### config.mk
export PLATFORM = sky130hd
export DESIGN_NAME = branch_resolve_unit_flat
export DESIGN_NICKNAME = d
export VERILOG_FILES = /design/src/rtl/mips_branch_pkg.sv /design/src/rtl/branch_resolve_unit_if.sv /design/src/rtl/branch_hazard_detect.sv /design/src/rtl/branch_resolve_unit.sv /design/src/flat_wrapper.sv
export SDC_FILE = /design/constraint.sdc
export NUM_CORES = 1
export LEC_CHECK = 0
export ABC_AREA = 1
export CORE_MARGIN = 4
export CORE_UTILIZATION = 27
export CTS_BUF_LIST = sky130_fd_sc_hd__clkbuf_2 sky130_fd_sc_hd__clkbuf_4 sky130_fd_sc_hd__clkbuf_8
export CTS_CLUSTER_SIZE = 10
export DETAILED_ROUTE_END_ITERATION = 10
export GPL_TIMING_DRIVEN = 1
export PLACE_DENSITY_LB_ADDON = 0.08
export SLEW_MARGIN = 20
export SYNTH_ARGS = -nofsm -noshare
export SYNTH_HDL_FRONTEND = slang
export SYNTH_HIERARCHICAL = 1
export SYNTH_SLANG_ARGS = --single-unit
### constraint.sdc
create_clock -name clk -period 1.7 [get_ports clk]
set_clock_uncertainty 0.1 [all_clocks]
set_input_delay 0.17 -clock clk [delete_from_list [all_inputs] [get_ports clk]]
set_output_delay 0.17 -clock clk [all_outputs]
set_load 0.01 [all_outputs]
### src/rtl/mips_branch_pkg.sv
// Shared definitions for the ID-stage branch resolution logic: FSM encoding,
// the hard-wired zero register and the branch opcodes.
package mips_branch_pkg;

  typedef enum logic [1:0] {
    ST_IDLE    = 2'd0,
    ST_WAIT    = 2'd1,
    ST_RESOLVE = 2'd2
  } br_state_e;

  localparam logic [4:0] REG_ZERO = 5'd0;
  localparam logic [5:0] OP_BEQ   = 6'h04;
  localparam logic [5:0] OP_BNE   = 6'h05;

endpackage

### src/rtl/branch_resolve_unit_if.sv
// Bundle between the ID stage / hazard fields and the branch resolve unit.
// master = pipeline side driving operands, slave = branch_resolve_unit.
interface branch_resolve_unit_if #(
  parameter int AW    = 32,
  parameter int RW    = 5,
  parameter int STATW = 32
) ();
  logic             id_beq;
  logic             id_bne;
  logic [RW-1:0]    id_rs;
  logic [RW-1:0]    id_rt;
  logic [AW-1:0]    id_target;
  logic             cmp_equal;
  logic             ex_reg_write;
  logic             ex_mem_read;
  logic [RW-1:0]    ex_rd;
  logic             mem_mem_read;
  logic [RW-1:0]    mem_rd;
  logic             pipe_hold;
  logic             stall;
  logic             idex_bubble;
  logic             pc_src;
  logic             flush_ifid;
  logic [AW-1:0]    branch_target;
  logic [STATW-1:0] stat_branches;
  logic [STATW-1:0] stat_taken;
  logic [STATW-1:0] stat_stalls;

  modport master (
    output id_beq, id_bne, id_rs, id_rt, id_target, cmp_equal,
           ex_reg_write, ex_mem_read, ex_rd, mem_mem_read, mem_rd, pipe_hold,
    input  stall, idex_bubble, pc_src, flush_ifid, branch_target,
           stat_branches, stat_taken, stat_stalls
  );

  modport slave (
    input  id_beq, id_bne, id_rs, id_rt, id_target, cmp_equal,
           ex_reg_write, ex_mem_read, ex_rd, mem_mem_read, mem_rd, pipe_hold,
    output stall, idex_bubble, pc_src, flush_ifid, branch_target,
           stat_branches, stat_taken, stat_stalls
  );
endinterface

### src/rtl/branch_hazard_detect.sv
// Combinational count of cycles a branch must wait for its operands to leave
// EX/MEM before the ID-stage comparator sees valid values.
module branch_hazard_detect
  import mips_branch_pkg::*;
#(
  parameter int RW = 5
) (
  input  logic          id_rs_i,
  input  logic          id_rt_i,
  input  logic          ex_reg_write_i,
  input  logic          ex_mem_read_i,
  input  logic [RW-1:0] ex_rd_i,
  input  logic          mem_mem_read_i,
  input  logic [RW-1:0] mem_rd_i,
  input  logic [RW-1:0] rs_i,
  input  logic [RW-1:0] rt_i,
  output logic [1:0]    wait_n_o
);

  function automatic logic reg_match(input logic [RW-1:0] r,
                                     input logic [RW-1:0] rs,
                                     input logic [RW-1:0] rt);
    return (r != RW'(REG_ZERO)) && ((r == rs) || (r == rt));
  endfunction

  // A load in EX needs two cycles (EX->MEM->WB); ALU results and MEM loads one.
  always_comb begin
    wait_n_o = 2'd0;
    if (ex_mem_read_i && reg_match(ex_rd_i, rs_i, rt_i)) begin
      wait_n_o = 2'd2;
    end else if (ex_reg_write_i && reg_match(ex_rd_i, rs_i, rt_i)) begin
      wait_n_o = 2'd1;
    end else if (mem_mem_read_i && reg_match(mem_rd_i, rs_i, rt_i)) begin
      wait_n_o = 2'd1;
    end else begin
      wait_n_o = 2'd0;
    end
    // id_rs_i/id_rt_i are the branch qualifiers; a non-branch never waits
    if (!(id_rs_i | id_rt_i)) begin
      wait_n_o = 2'd0;
    end else begin
      wait_n_o = wait_n_o;
    end
  end

endmodule

### src/rtl/branch_resolve_unit.sv
// ID-stage BEQ/BNE resolution: stalls on in-flight operands, then drives
// pc_src/flush_ifid/branch_target. Optional counters under `BRANCH_STATS_EN.
module branch_resolve_unit
  import mips_branch_pkg::*;
#(
  parameter int AW    = 32,
  parameter int RW    = 5,
  parameter int STATW = 32
) (
  input  logic                 clk,
  input  logic                 rst_n,
  branch_resolve_unit_if.slave bus
);

  br_state_e  state_q, state_d;
  logic [1:0] cnt_q, cnt_d;
  logic [1:0] wait_n_s;
  logic       br_s, taken_s, active_s, stall_s, resolve_s;

  assign br_s     = bus.id_beq | bus.id_bne;
  assign taken_s  = bus.id_beq ? bus.cmp_equal : (bus.id_bne & ~bus.cmp_equal);
  assign active_s = rst_n & ~bus.pipe_hold;

  branch_hazard_detect #(.RW(RW)) u_hazard (
    .id_rs_i        (bus.id_beq),
    .id_rt_i        (bus.id_bne),
    .ex_reg_write_i (bus.ex_reg_write),
    .ex_mem_read_i  (bus.ex_mem_read),
    .ex_rd_i        (bus.ex_rd),
    .mem_mem_read_i (bus.mem_mem_read),
    .mem_rd_i       (bus.mem_rd),
    .rs_i           (bus.id_rs),
    .rt_i           (bus.id_rt),
    .wait_n_o       (wait_n_s)
  );

  // State register
  always_ff @(posedge clk) begin
    if (!rst_n) begin
      state_q <= ST_IDLE;
      cnt_q   <= 2'd0;
    end else begin
      state_q <= state_d;
      cnt_q   <= cnt_d;
    end
  end

  // Next state: cnt counts stall cycles still owed after the current one
  always_comb begin
    state_d = state_q;
    cnt_d   = cnt_q;
    if (bus.pipe_hold) begin
      state_d = state_q;
    end else begin
      case (state_q)
        ST_IDLE: begin
          if (br_s && (wait_n_s != 2'd0)) begin
            cnt_d   = wait_n_s - 2'd1;
            state_d = (wait_n_s == 2'd1) ? ST_RESOLVE : ST_WAIT;
          end else begin
            state_d = ST_IDLE;
          end
        end
        ST_WAIT: begin
          if (!br_s) begin
            state_d = ST_IDLE;
            cnt_d   = 2'd0;
          end else begin
            cnt_d   = cnt_q - 2'd1;
            state_d = (cnt_q <= 2'd1) ? ST_RESOLVE : ST_WAIT;
          end
        end
        ST_RESOLVE: begin
          state_d = ST_IDLE;
          cnt_d   = 2'd0;
        end
        default: begin
          state_d = ST_IDLE;
          cnt_d   = 2'd0;
        end
      endcase
    end
  end

  // Output decode before reset/hold gating
  always_comb begin
    stall_s   = 1'b0;
    resolve_s = 1'b0;
    case (state_q)
      ST_IDLE: begin
        if (br_s) begin
          stall_s   = (wait_n_s != 2'd0);
          resolve_s = (wait_n_s == 2'd0);
        end else begin
          stall_s = 1'b0;
        end
      end
      ST_WAIT:    stall_s   = br_s;
      ST_RESOLVE: resolve_s = br_s;
      default: begin
        stall_s   = 1'b0;
        resolve_s = 1'b0;
      end
    endcase
  end

  assign bus.stall         = active_s & stall_s;
  assign bus.idex_bubble   = active_s & stall_s;
  assign bus.pc_src        = active_s & resolve_s & taken_s;
  assign bus.flush_ifid    = active_s & resolve_s & taken_s;
  assign bus.branch_target = bus.pc_src ? bus.id_target : {AW{1'b0}};

`ifdef BRANCH_STATS_EN
  logic [STATW-1:0] stat_br_q, stat_tk_q, stat_st_q;

  // Statistics counters, frozen with the rest of the unit under pipe_hold
  always_ff @(posedge clk) begin
    if (!rst_n) begin
      stat_br_q <= {STATW{1'b0}};
      stat_tk_q <= {STATW{1'b0}};
      stat_st_q <= {STATW{1'b0}};
    end else if (active_s) begin
      stat_br_q <= stat_br_q + STATW'(resolve_s);
      stat_tk_q <= stat_tk_q + STATW'(resolve_s & taken_s);
      stat_st_q <= stat_st_q + STATW'(stall_s);
    end else begin
      stat_br_q <= stat_br_q;
      stat_tk_q <= stat_tk_q;
      stat_st_q <= stat_st_q;
    end
  end

  assign bus.stat_branches = rst_n ? stat_br_q : {STATW{1'b0}};
  assign bus.stat_taken    = rst_n ? stat_tk_q : {STATW{1'b0}};
  assign bus.stat_stalls   = rst_n ? stat_st_q : {STATW{1'b0}};
`else
  assign bus.stat_branches = {STATW{1'b0}};
  assign bus.stat_taken    = {STATW{1'b0}};
  assign bus.stat_stalls   = {STATW{1'b0}};
`endif

endmodule

### src/flat_wrapper.sv
// flat-port wrapper written by rule: the top's interface ports become plain ports
module branch_resolve_unit_flat import mips_branch_pkg::*;
#(
  parameter int AW    = 32,
  parameter int RW    = 5,
  parameter int STATW = 32
)
  (clk, rst_n, bus_id_beq, bus_id_bne, bus_id_rs, bus_id_rt, bus_id_target, bus_cmp_equal, bus_ex_reg_write, bus_ex_mem_read, bus_ex_rd, bus_mem_mem_read, bus_mem_rd, bus_pipe_hold, bus_stall, bus_idex_bubble, bus_pc_src, bus_flush_ifid, bus_branch_target, bus_stat_branches, bus_stat_taken, bus_stat_stalls);
  branch_resolve_unit_if #(.AW(AW), .RW(RW), .STATW(STATW)) bus_i ();
  input  logic clk;
  input  logic rst_n;
  input wire logic [$bits(bus_i.id_beq)-1:0] bus_id_beq;
  input wire logic [$bits(bus_i.id_bne)-1:0] bus_id_bne;
  input wire logic [$bits(bus_i.id_rs)-1:0] bus_id_rs;
  input wire logic [$bits(bus_i.id_rt)-1:0] bus_id_rt;
  input wire logic [$bits(bus_i.id_target)-1:0] bus_id_target;
  input wire logic [$bits(bus_i.cmp_equal)-1:0] bus_cmp_equal;
  input wire logic [$bits(bus_i.ex_reg_write)-1:0] bus_ex_reg_write;
  input wire logic [$bits(bus_i.ex_mem_read)-1:0] bus_ex_mem_read;
  input wire logic [$bits(bus_i.ex_rd)-1:0] bus_ex_rd;
  input wire logic [$bits(bus_i.mem_mem_read)-1:0] bus_mem_mem_read;
  input wire logic [$bits(bus_i.mem_rd)-1:0] bus_mem_rd;
  input wire logic [$bits(bus_i.pipe_hold)-1:0] bus_pipe_hold;
  output wire logic [$bits(bus_i.stall)-1:0] bus_stall;
  output wire logic [$bits(bus_i.idex_bubble)-1:0] bus_idex_bubble;
  output wire logic [$bits(bus_i.pc_src)-1:0] bus_pc_src;
  output wire logic [$bits(bus_i.flush_ifid)-1:0] bus_flush_ifid;
  output wire logic [$bits(bus_i.branch_target)-1:0] bus_branch_target;
  output wire logic [$bits(bus_i.stat_branches)-1:0] bus_stat_branches;
  output wire logic [$bits(bus_i.stat_taken)-1:0] bus_stat_taken;
  output wire logic [$bits(bus_i.stat_stalls)-1:0] bus_stat_stalls;
  assign bus_i.id_beq = bus_id_beq;
  assign bus_i.id_bne = bus_id_bne;
  assign bus_i.id_rs = bus_id_rs;
  assign bus_i.id_rt = bus_id_rt;
  assign bus_i.id_target = bus_id_target;
  assign bus_i.cmp_equal = bus_cmp_equal;
  assign bus_i.ex_reg_write = bus_ex_reg_write;
  assign bus_i.ex_mem_read = bus_ex_mem_read;
  assign bus_i.ex_rd = bus_ex_rd;
  assign bus_i.mem_mem_read = bus_mem_mem_read;
  assign bus_i.mem_rd = bus_mem_rd;
  assign bus_i.pipe_hold = bus_pipe_hold;
  assign bus_stall = bus_i.stall;
  assign bus_idex_bubble = bus_i.idex_bubble;
  assign bus_pc_src = bus_i.pc_src;
  assign bus_flush_ifid = bus_i.flush_ifid;
  assign bus_branch_target = bus_i.branch_target;
  assign bus_stat_branches = bus_i.stat_branches;
  assign bus_stat_taken = bus_i.stat_taken;
  assign bus_stat_stalls = bus_i.stat_stalls;
  branch_resolve_unit #(.AW(AW), .RW(RW), .STATW(STATW)) u_core (.clk(clk), .rst_n(rst_n), .bus(bus_i));
endmodule
# Yosys cells after proc, flatten, opt, wreduce, memory -nomap -nowiden
# Cells that the tools add are included.
dict set report word_totals {
  inputBits 61
  word_cells 53
  reg_bits 4
  out_inout_bits 132
}
dict set report classes {
  reduce_logical 14
  order_cmp 1
  bitwise 8
  mux 18
  addsub 2
  eq_ne 8
}
# operator n
set ops {}
lappend ops {{32-bit 2-to-1 mux} 1}
lappend ops {{5-bit == test} 4}
lappend ops {{2-bit 2-to-1 mux} 8}
lappend ops {{5-bit nonzero test} 2}
lappend ops {{2-bit one-hot mux with 2 select lines} 2}
lappend ops {{1-bit logical AND} 6}
lappend ops {{1-bit AND} 5}
lappend ops {{1-bit 2-to-1 mux} 5}
lappend ops {{2-bit by 1-bit == test with 1-bit output, second input constant} 2}
lappend ops {{2-bit zero test} 2}
lappend ops {{1-bit one-hot mux with 2 select lines} 2}
lappend ops {{2-bit by 1-bit subtractor with 2-bit output, second input constant} 2}
lappend ops {{2-bit == test, second input constant} 1}
lappend ops {{2-bit by 1-bit <= comparator with 1-bit output, second input constant} 1}
lappend ops {{1-bit logical OR} 2}
lappend ops {{2-bit by 1-bit != test with 1-bit output, second input constant} 1}
lappend ops {{1-bit NOT} 2}
lappend ops {{2-bit AND reduction} 1}
lappend ops {{2-bit nonzero test} 1}
lappend ops {{1-bit OR} 1}

# Depth between registers and ports, before layout
dict set report logic_depth {
  word_depth 14
  depth_mapped 18
  ltp_nobuf 18
}

# Cells and area by module
# The synthesis kept the hierarchy.
# mod area_each_um2 instances cells_per_inst
set by_module_without_submodules {}
lappend by_module_without_submodules {branch_resolve_unit 1443.9 1 225}
lappend by_module_without_submodules {branch_hazard_detect 392.9 1 87}

# Worst setup path before layout
# OpenSTA, ideal clock, no wires.
dict set report synth_path {
  kind {input port to output port}
  startpoint {input port bus_ex_rd[3]}
  endpoint {output port bus_stall}
  arrival_ns 1.811
  n_path_buf 1
  slack_ns -0.381
  cell_stages 16
  path_cell_list {inv_1 nand2_1 nand2_1 nor2_1 nand3_1 nand2_1 nand3_1 nand2_1 inv_1 nor2_2 inv_1 ha_1 inv_1 a21oi_2 nor4_1 buf_4}
}
dict set report synth_via {
  elab_chain_len 11
  elab_cells_between_ends 14
  cone_classes {eq/ne (2); mux (5); bitwise (1); reduce/logical (6)}
}
# item line
set synth_rtl {}
lappend synth_rtl {{start: declaration} flat_wrapper.sv:20} ;# input wire logic [$bits(bus_i.ex_rd)-1:0] bus_ex_rd;
lappend synth_rtl {{5-bit == test} branch_hazard_detect.sv:23} ;# return (r != RW'(REG_ZERO)) && ((r == rs) || (r == rt));
lappend synth_rtl {{1-bit logical OR} branch_hazard_detect.sv:23}
lappend synth_rtl {{1-bit logical AND *} branch_hazard_detect.sv:23}
lappend synth_rtl {{1-bit logical AND} branch_hazard_detect.sv:31} ;# end else if (ex_reg_write_i && reg_match(ex_rd_i, rs_i, rt_i)) begin
lappend synth_rtl {{1-bit 2-to-1 mux} branch_hazard_detect.sv:31}
lappend synth_rtl {{2-bit 2-to-1 mux *} branch_hazard_detect.sv:29} ;# if (ex_mem_read_i && reg_match(ex_rd_i, rs_i, rt_i)) begin
lappend synth_rtl {{2-bit 2-to-1 mux *} branch_hazard_detect.sv:39} ;# if (!(id_rs_i | id_rt_i)) begin
lappend synth_rtl {{named net u_core.wait_n_s[0]} branch_resolve_unit.sv:17} ;# logic [1:0] wait_n_s;
lappend synth_rtl {{2-bit nonzero test *} branch_resolve_unit.sv:92} ;# stall_s = (wait_n_s != 2'd0);
lappend synth_rtl {{1-bit 2-to-1 mux *} branch_resolve_unit.sv:91} ;# if (br_s) begin
lappend synth_rtl {{1-bit one-hot mux with 2 select lines *} branch_resolve_unit.sv:89} ;# case (state_q)
lappend synth_rtl {{1-bit AND *} n/a}
lappend synth_rtl {{end: declaration} flat_wrapper.sv:24} ;# output wire logic [$bits(bus_i.stall)-1:0] bus_stall;
# The timed path passes the listed nets; every way through them passes the cells marked *.

# Final worst setup path
dict set report layout_path {
  startpoint {input port bus_id_rt[2]}
  endpoint {output port bus_branch_target[1]}
}
dict set report layout_via {
  elab_chain_len 14
  elab_cells_between_ends 19
  cone_classes {eq/ne (2); mux (7); bitwise (2); reduce/logical (8)}
}
# item line
set layout_rtl {}
lappend layout_rtl {{start: declaration} flat_wrapper.sv:15} ;# input wire logic [$bits(bus_i.id_rt)-1:0] bus_id_rt;
lappend layout_rtl {{5-bit == test} branch_hazard_detect.sv:23}
lappend layout_rtl {{1-bit logical OR} branch_hazard_detect.sv:23}
lappend layout_rtl {{1-bit logical AND} branch_hazard_detect.sv:23}
lappend layout_rtl {{1-bit logical AND} branch_hazard_detect.sv:33} ;# end else if (mem_mem_read_i && reg_match(mem_rd_i, rs_i, rt_i)) begin
lappend layout_rtl {{1-bit 2-to-1 mux} branch_hazard_detect.sv:33}
lappend layout_rtl {{1-bit 2-to-1 mux} branch_hazard_detect.sv:31}
lappend layout_rtl {{2-bit 2-to-1 mux *} branch_hazard_detect.sv:29}
lappend layout_rtl {{2-bit 2-to-1 mux *} branch_hazard_detect.sv:39}
lappend layout_rtl {{named net u_core.wait_n_s[0]} branch_resolve_unit.sv:17}
lappend layout_rtl {{2-bit zero test *} branch_resolve_unit.sv:93} ;# resolve_s = (wait_n_s == 2'd0);
lappend layout_rtl {{1-bit 2-to-1 mux *} branch_resolve_unit.sv:91}
lappend layout_rtl {{1-bit one-hot mux with 2 select lines *} branch_resolve_unit.sv:89}
lappend layout_rtl {{1-bit AND * (2 in series)} branch_resolve_unit.sv:109} ;# assign bus.pc_src = active_s & resolve_s & taken_s;
lappend layout_rtl {{32-bit 2-to-1 mux *} branch_resolve_unit.sv:111} ;# assign bus.branch_target = bus.pc_src ? bus.id_target : {AW{1'b0}};
lappend layout_rtl {{end: declaration} flat_wrapper.sv:28} ;# output wire logic [$bits(bus_i.branch_target)-1:0] bus_branch_target;
# Marks and branches as above.

==> results.txt <==
Share of the synthesized area in the top cell type = 40.1%
Layout Utilization = 47.3%
Post-synthesis cell type count = 22
RR Endpoint = u_core/cnt_q[0]
Commonest cells in the netlist = 98 x buf_4, 60 x inv_1, 44 x nand2_1, 30 x nor2_2, 28 x nor2_1
Placed Cells = 497
Core area = 0.00649 mm2
Final antenna diode count = 0
Clk pin slew, worst setup/hold paths = 0.03 ns
DR iter-0 viols = 22
Placed Area = 0.00265 mm2
Leak = 1.73 nW
Violated checks = setup timing
Clock Sinks = 4
Min-delay src = u_core/cnt_q[0]
CTS tree = yes
Top-count cell post-synth = buf_4
Hold endpoint = u_core/cnt_q[0]
GP Congestion = 0.785
Site Rows = 29
Setup violators final = 37
First-pass GRT wire length = 8.25 mm
Layout area overhead = 67.1%
Xor and xnor area share after synthesis = 4.77%
Hold depth = 2
Synth Register Bits = 4
Final non-filler cell total = 511
Post-synthesis mux area share = 0%
Unrepaired setup endpoints after global routing = yes
Simple logic cell fraction of the synthesized area = 30.1%
Prevailing post-synth register cell = dfxtp_1
Detail Route Antenna Nets = 0
Max_cap viols = 0
Maximum VDD drop = 159 uV
Post-synth EDFFs = 0
Total wire length = 5.58 mm
Ranking of synthesized cells by area = buf_4 40%, inv_1 12%, nor2_2 10%
Overflow after GRT = 0
Syn avg cell area = 5.89 um2
Finished Cell Area = 0.00307 mm2
Area leader, netlist = buf_4
Setup slack, reg-to-reg = 0.28 ns
Final nets = 500
Hold Crit Class = flip-flop to flip-flop
Total GRT Usage = 12.1%
Crit path arrival time = 2.04 ns
Layout cell share with drive strength beyond 1 = 36.4%
Die width = 90.5 um
Largest family of logic cells by synthesized area = buffers and inverters
Reg2Reg Depth = 8
Die Y = 90.5 um
Maximum clock path buffer count = 2
Drt pass-1 iters = 4
Synthesized area = 0.00184 mm2
Routed WL per cell = 10.9 um
I/O Buffers = 96
Reg2Reg Launch Point = u_core/state_q[0]
Largest net degree at the start of global routing = 9
Crit path capture type = primary output
Final hold vios = 0
Adder-cell area share of the yosys netlist = 2.04%
Fmax = 433 MHz
Synthesized netlist cell count = 312
Clk root buf = clkbuf_8
CTS HTree Levels = 1
Yosys warning total = 6
Latest clock arrival within the worst-skew pair = 0.22 ns
Compound-Gate Fraction of Synth Area = 3.54%
Slew Viols, Final = 0
IO Pins = 193
DIE AREA = 0.00819 mm2
Vias = 1830
Initial Util = 28.3%
PD cells = 311 mW/mm2
Post-route setup slack = -0.609 ns
Critical Path Start Type = primary input
Vias per inst = 3.58
Crit-path max FO = 5
Final routed DRC violation total = 0
Asr flop ratio synth = 0%
CP required = 1.43 ns
Antenna violations before repair = 0
Sequential share of the synthesized area = 4.36%
Crit path time final = 2.31 ns
Period utilization = 136%
Outcome = complete, but fails checks
CTS Buf Count = 3
Setup Crit Path Kind = primary input to primary output
HPWL after DPL = 4.52 mm
Vias in the first global route = 1655
[logic make-up (layout without fill, tap and decap cells)]
group           Yosys count  after routing
fa+ha+maj                 3              3
simple gates            117            117
xor+xnor                 10             10
compound gates           12             12
other cells               1             96
buf+inv                 165            192
flops                     4              4
[metrics by stage]
stage	power, mW	hold WS [ns]	setup TNS [ns]	setup WS (ns)
after floorplan	0.551	0.190	-5.55	-0.199
after global placement	0.643	0.403	-50.55	-1.36
after detailed placement	0.644	0.412	-51.83	-1.41
after CTS	0.914	0.415	-21.90	-0.690
after global routing	1.03	0.443	-25.12	-0.763
final	0.955	0.409	-18.21	-0.609
[worst max path at each step]
stage	start	to	cells past startpoint
final	bus_id_rt[2]	bus_branch_target[1]	20
after global routing	bus_id_rt[2]	bus_branch_target[1]	20
after CTS	bus_id_rt[2]	bus_branch_target[31]	20
after detailed placement	bus_ex_rd[0]	bus_branch_target[22]	18
after global placement	bus_ex_rd[0]	bus_branch_target[0]	18
after floorplan	bus_ex_rd[0]	bus_pc_src	16
[cell type report]
cell class                      instances  area, um2
Clock buffer                            3       41.3
Fill cell                             690       3430
Inverter                               64        245
Multi-Input combinational cell        238       1350
Sequential cell                         4       80.1
Tap cell                               77       96.3
Timing Repair Buffer                  125       1260
[where the power goes]
part / total [mW] / leakage (nW) / switching [mW] / internal, mW
Sequential: 0.107 / 0.0330 / 0.00505 / 0.102
Clock: 0.202 / 0.0216 / 0.0511 / 0.151
Combinational: 0.646 / 1.67 / 0.343 / 0.303
[metal layers]
layer | vias to the layer above | global-route usage, % | routed length, um
li1 | 953 | - | -
met1 | 781 | 12.1 | 1930
met2 | 94 | 25.0 | 3190
met3 | 2 | 3.75 | 456
met4 | 0 | 0.765 | 8
met5 | - | 0 | 0
[critical path, cell delays in order]
cell	delay [ns]
buf_6	0.10
buf_6	0.11
xor2_2	0.13
nor2_1	0.06
nand3_1	0.07
nand2_1	0.05
nand2_1	0.06
nand2_1	0.05
inv_1	0.06
nor2_2	0.04
inv_2	0.05
ha_4	0.13
inv_2	0.05
a21oi_4	0.14
nand3_4	0.13
buf_12	0.16
buf_8	0.12
buf_12	0.13
nor2_2	0.08
buf_2	0.13
[timing repair]
action / CTS / global route
pin swaps: 35 / 30
gates resized for setup: 269 / 69
hold buffers: 0 / 0
endpoints found under the setup margin: 40 / 40
buffers inserted: 15 / 1
cloned: 4 / 0
[flip-flops by register name, indices dropped and copies added, names as in the netlist]
| register | cells |
|---|---|
| u_core/cnt_q | 2 |
| u_core/state_q | 2 |
[cells in the final DEF (no fill, tap or decap), types with 3 or more instances in the layout]
cell type        count
a21oi_1              5
buf_12               4
buf_16               3
buf_2               20
buf_4               18
buf_6               38
clkbuf_8             3
clkdlybuf4s50_1     39
conb_1              96
dfxtp_1              4
inv_1               50
inv_2               12
nand2_1             41
nand3_1              8
nor2_1              18
nor2_2              17
nor2_4              25
o21ai_0              3
xor2_1               5
No activity file was read; power rests on OpenSTA's default activity.
==> edit (same flow settings) <==
`STATW` is set to 32 in 3 places; all go to 64.
--- a/src/rtl/branch_resolve_unit_if.sv
+++ b/src/rtl/branch_resolve_unit_if.sv
@@ -4,5 +4,5 @@
   parameter int AW    = 32,
   parameter int RW    = 5,
-  parameter int STATW = 32
+  parameter int STATW = 64
 ) ();
   logic             id_beq;
--- a/src/rtl/branch_resolve_unit.sv
+++ b/src/rtl/branch_resolve_unit.sv
@@ -6,5 +6,5 @@
   parameter int AW    = 32,
   parameter int RW    = 5,
-  parameter int STATW = 32
+  parameter int STATW = 64
 ) (
   input  logic                 clk,
--- a/src/flat_wrapper.sv
+++ b/src/flat_wrapper.sv
@@ -4,5 +4,5 @@
   parameter int AW    = 32,
   parameter int RW    = 5,
-  parameter int STATW = 32
+  parameter int STATW = 64
 )
   (clk, rst_n, bus_id_beq, bus_id_bne, bus_id_rs, bus_id_rt, bus_id_target, bus_cmp_equal, bus_ex_reg_write, bus_ex_mem_read, bus_ex_rd, bus_mem_mem_read, bus_mem_rd, bus_pipe_hold, bus_stall, bus_idex_bubble, bus_pc_src, bus_flush_ifid, bus_branch_target, bus_stat_branches, bus_stat_taken, bus_stat_stalls);
Interface: changed (resized bus_stat_branches, bus_stat_stalls and bus_stat_taken); port bits go from 193 to 289. The function was not compared with the original's and may differ.
==> edit against the original RTL <==
- the run still ends with negative setup slack left
- die area up 36%
- power rose by 12%
- sequential share of layout area is 0.39 points lower
- cell area up 17%
- synthesized area rose by 39%
- sequential cell count stayed put
- worst setup slack improved by 0.11 ns
- routed wire length is 18% higher
- cell count is 31% higher
- critical endpoint is now bus_branch_target[20]
==> edit: results (changes against the original RTL) <==
- Critical path's slowest cell: ha_4 (was buf_12)
- All-Layer GR Usage: 10.19% (was 12.12%)
- Area after DPL: 3141 um2 (was 2648 um2)
- Dpl cells: 654 (was 497)
- Layout cells sized above 1: 29.74% (was 36.41%)
- Final core occ: 38.97% (was 47.25%)
- Fillers: 979 (was 690)
- Worst Path Max Fanout: 7 (was 5)
- DR pass1 iterations: 4 (unchanged)
- I/O Buffers: 96 (unchanged)
- Most area-consuming cells after synthesis: buf_4 57%, inv_1 8.8%, nor2_2 7.3%, nand2_1 6.5%, nor2_1 4.1% (was buf_4 40%, inv_1 12%, nor2_2 10%, nand2_1 9.0%, nor2_1 5.7%)
- Setup_tns: -17.13 ns (was -18.21 ns)
- Peak supply drop: 0.1309 mV (was 0.1595 mV)
- Final setup violation count: 37 (unchanged)
- Status: complete, but fails checks (unchanged)
- Post-DP HPWL: 5760 um (was 4524 um)
- GP Congestion: 0.7578 (was 0.7851)
- LEAKAGE: 2.075 nW (was 1.727 nW)
- Failing checks: negative setup slack (unchanged)
- Vias in the first global route: 1843 (was 1655)
- Final std cells w/o fill: 667 (was 511)
- Nets: 604 (was 500)
- Register area share after synthesis: 3.131% (was 4.360%)
- First-pass GRT wire length: 9335 um (was 8245 um)
- Iteration-0 DRC Markers: 35 (was 22)
- Placement Setup Slack: -1.451 ns (was -1.411 ns)
- Routed WL: 6584 um (was 5578 um)
- Mapped Avg Cell Area: 6.268 um2 (was 5.887 um2)
- Initial antenna violation count: 0 (unchanged)
- Critical path arrival: 1.93 ns (was 2.04 ns)
- Registers with the most flip-flops: u_core/cnt_q: 2 flops, u_core/state_q: 2 flops (unchanged)
- Most frequent cells after synthesis: 194 x buf_4, 60 x inv_1, 44 x nand2_1, 30 x nor2_2, 28 x nor2_1 (was 98 x buf_4, 60 x inv_1, 44 x nand2_1, 30 x nor2_2, 28 x nor2_1)
- Setup WS post-layout: -0.5024 ns (was -0.6091 ns)
- Critical path's largest stage delay: about 0.17 ns
[edit: cell types whose count changed after synthesis]
cell	before	now
buf_4	98	194
[edit: final timing paths]
path	depth (start not counted)	slack (ns)	from	end
worst max-delay path	19	-0.50	bus_id_rs[0]	bus_branch_target[20]
worst min-delay path	2	0.41	u_core/cnt_q[0]	u_core/cnt_q[0]
worst max register to register	8	0.35	u_core/state_q[0]	u_core/cnt_q[0]
worst min register to register	2	0.41	u_core/cnt_q[0]	u_core/cnt_q[0]
[edit: power by group]
| group | switching (W) | internal (W) | total, W |
|---|---|---|---|
| clock network | 0.0000461 | 0.000151 | 0.000197 |
| registers | 0.00000460 | 0.000102 | 0.000107 |
| logic | 0.000444 | 0.000320 | 0.000764 |
[edit: layer usage]
layer	up-vias	track usage [%]	part of all wire (%)
met1	924	10.69	32
met3	2	2.633	11
met2	140	20.17	56
met5	-	0	0
met4	0	1.968	0.46
li1	1063	-	-
[edit: layout make-up]
class                           instances  share of cell area [%]
Clock buffer                            3                   1.147
Inverter                               64                   6.880
Multi-Input combinational cell        334                   47.36
Sequential cell                         4                   2.224
Tap cell                              129                   4.482
Timing Repair Buffer                  133                   37.91
[edit: what timing repair did]
action / 4_1_cts / 5_1_grt
buffers inserted: 7 / 3
pin swaps: 35 / 22
setup endpoints to repair: 40 / 40
hold endpoints to repair: 0 / 0
cloned: 2 / 0
gates resized for setup: 279 / 69
[edit: kinds of logic after synthesis]
family | count (synthesis) | share of synthesized area (%)
buffers and inverters | 261 | 67.66
and+or+nand+nor | 117 | 21.62
AOI/OAI and AO/OA | 12 | 2.544
xor gates and xnor gates | 10 | 3.425
DFF | 4 | 3.131
adders and majority gates | 3 | 1.468
other | 1 | 0.1466
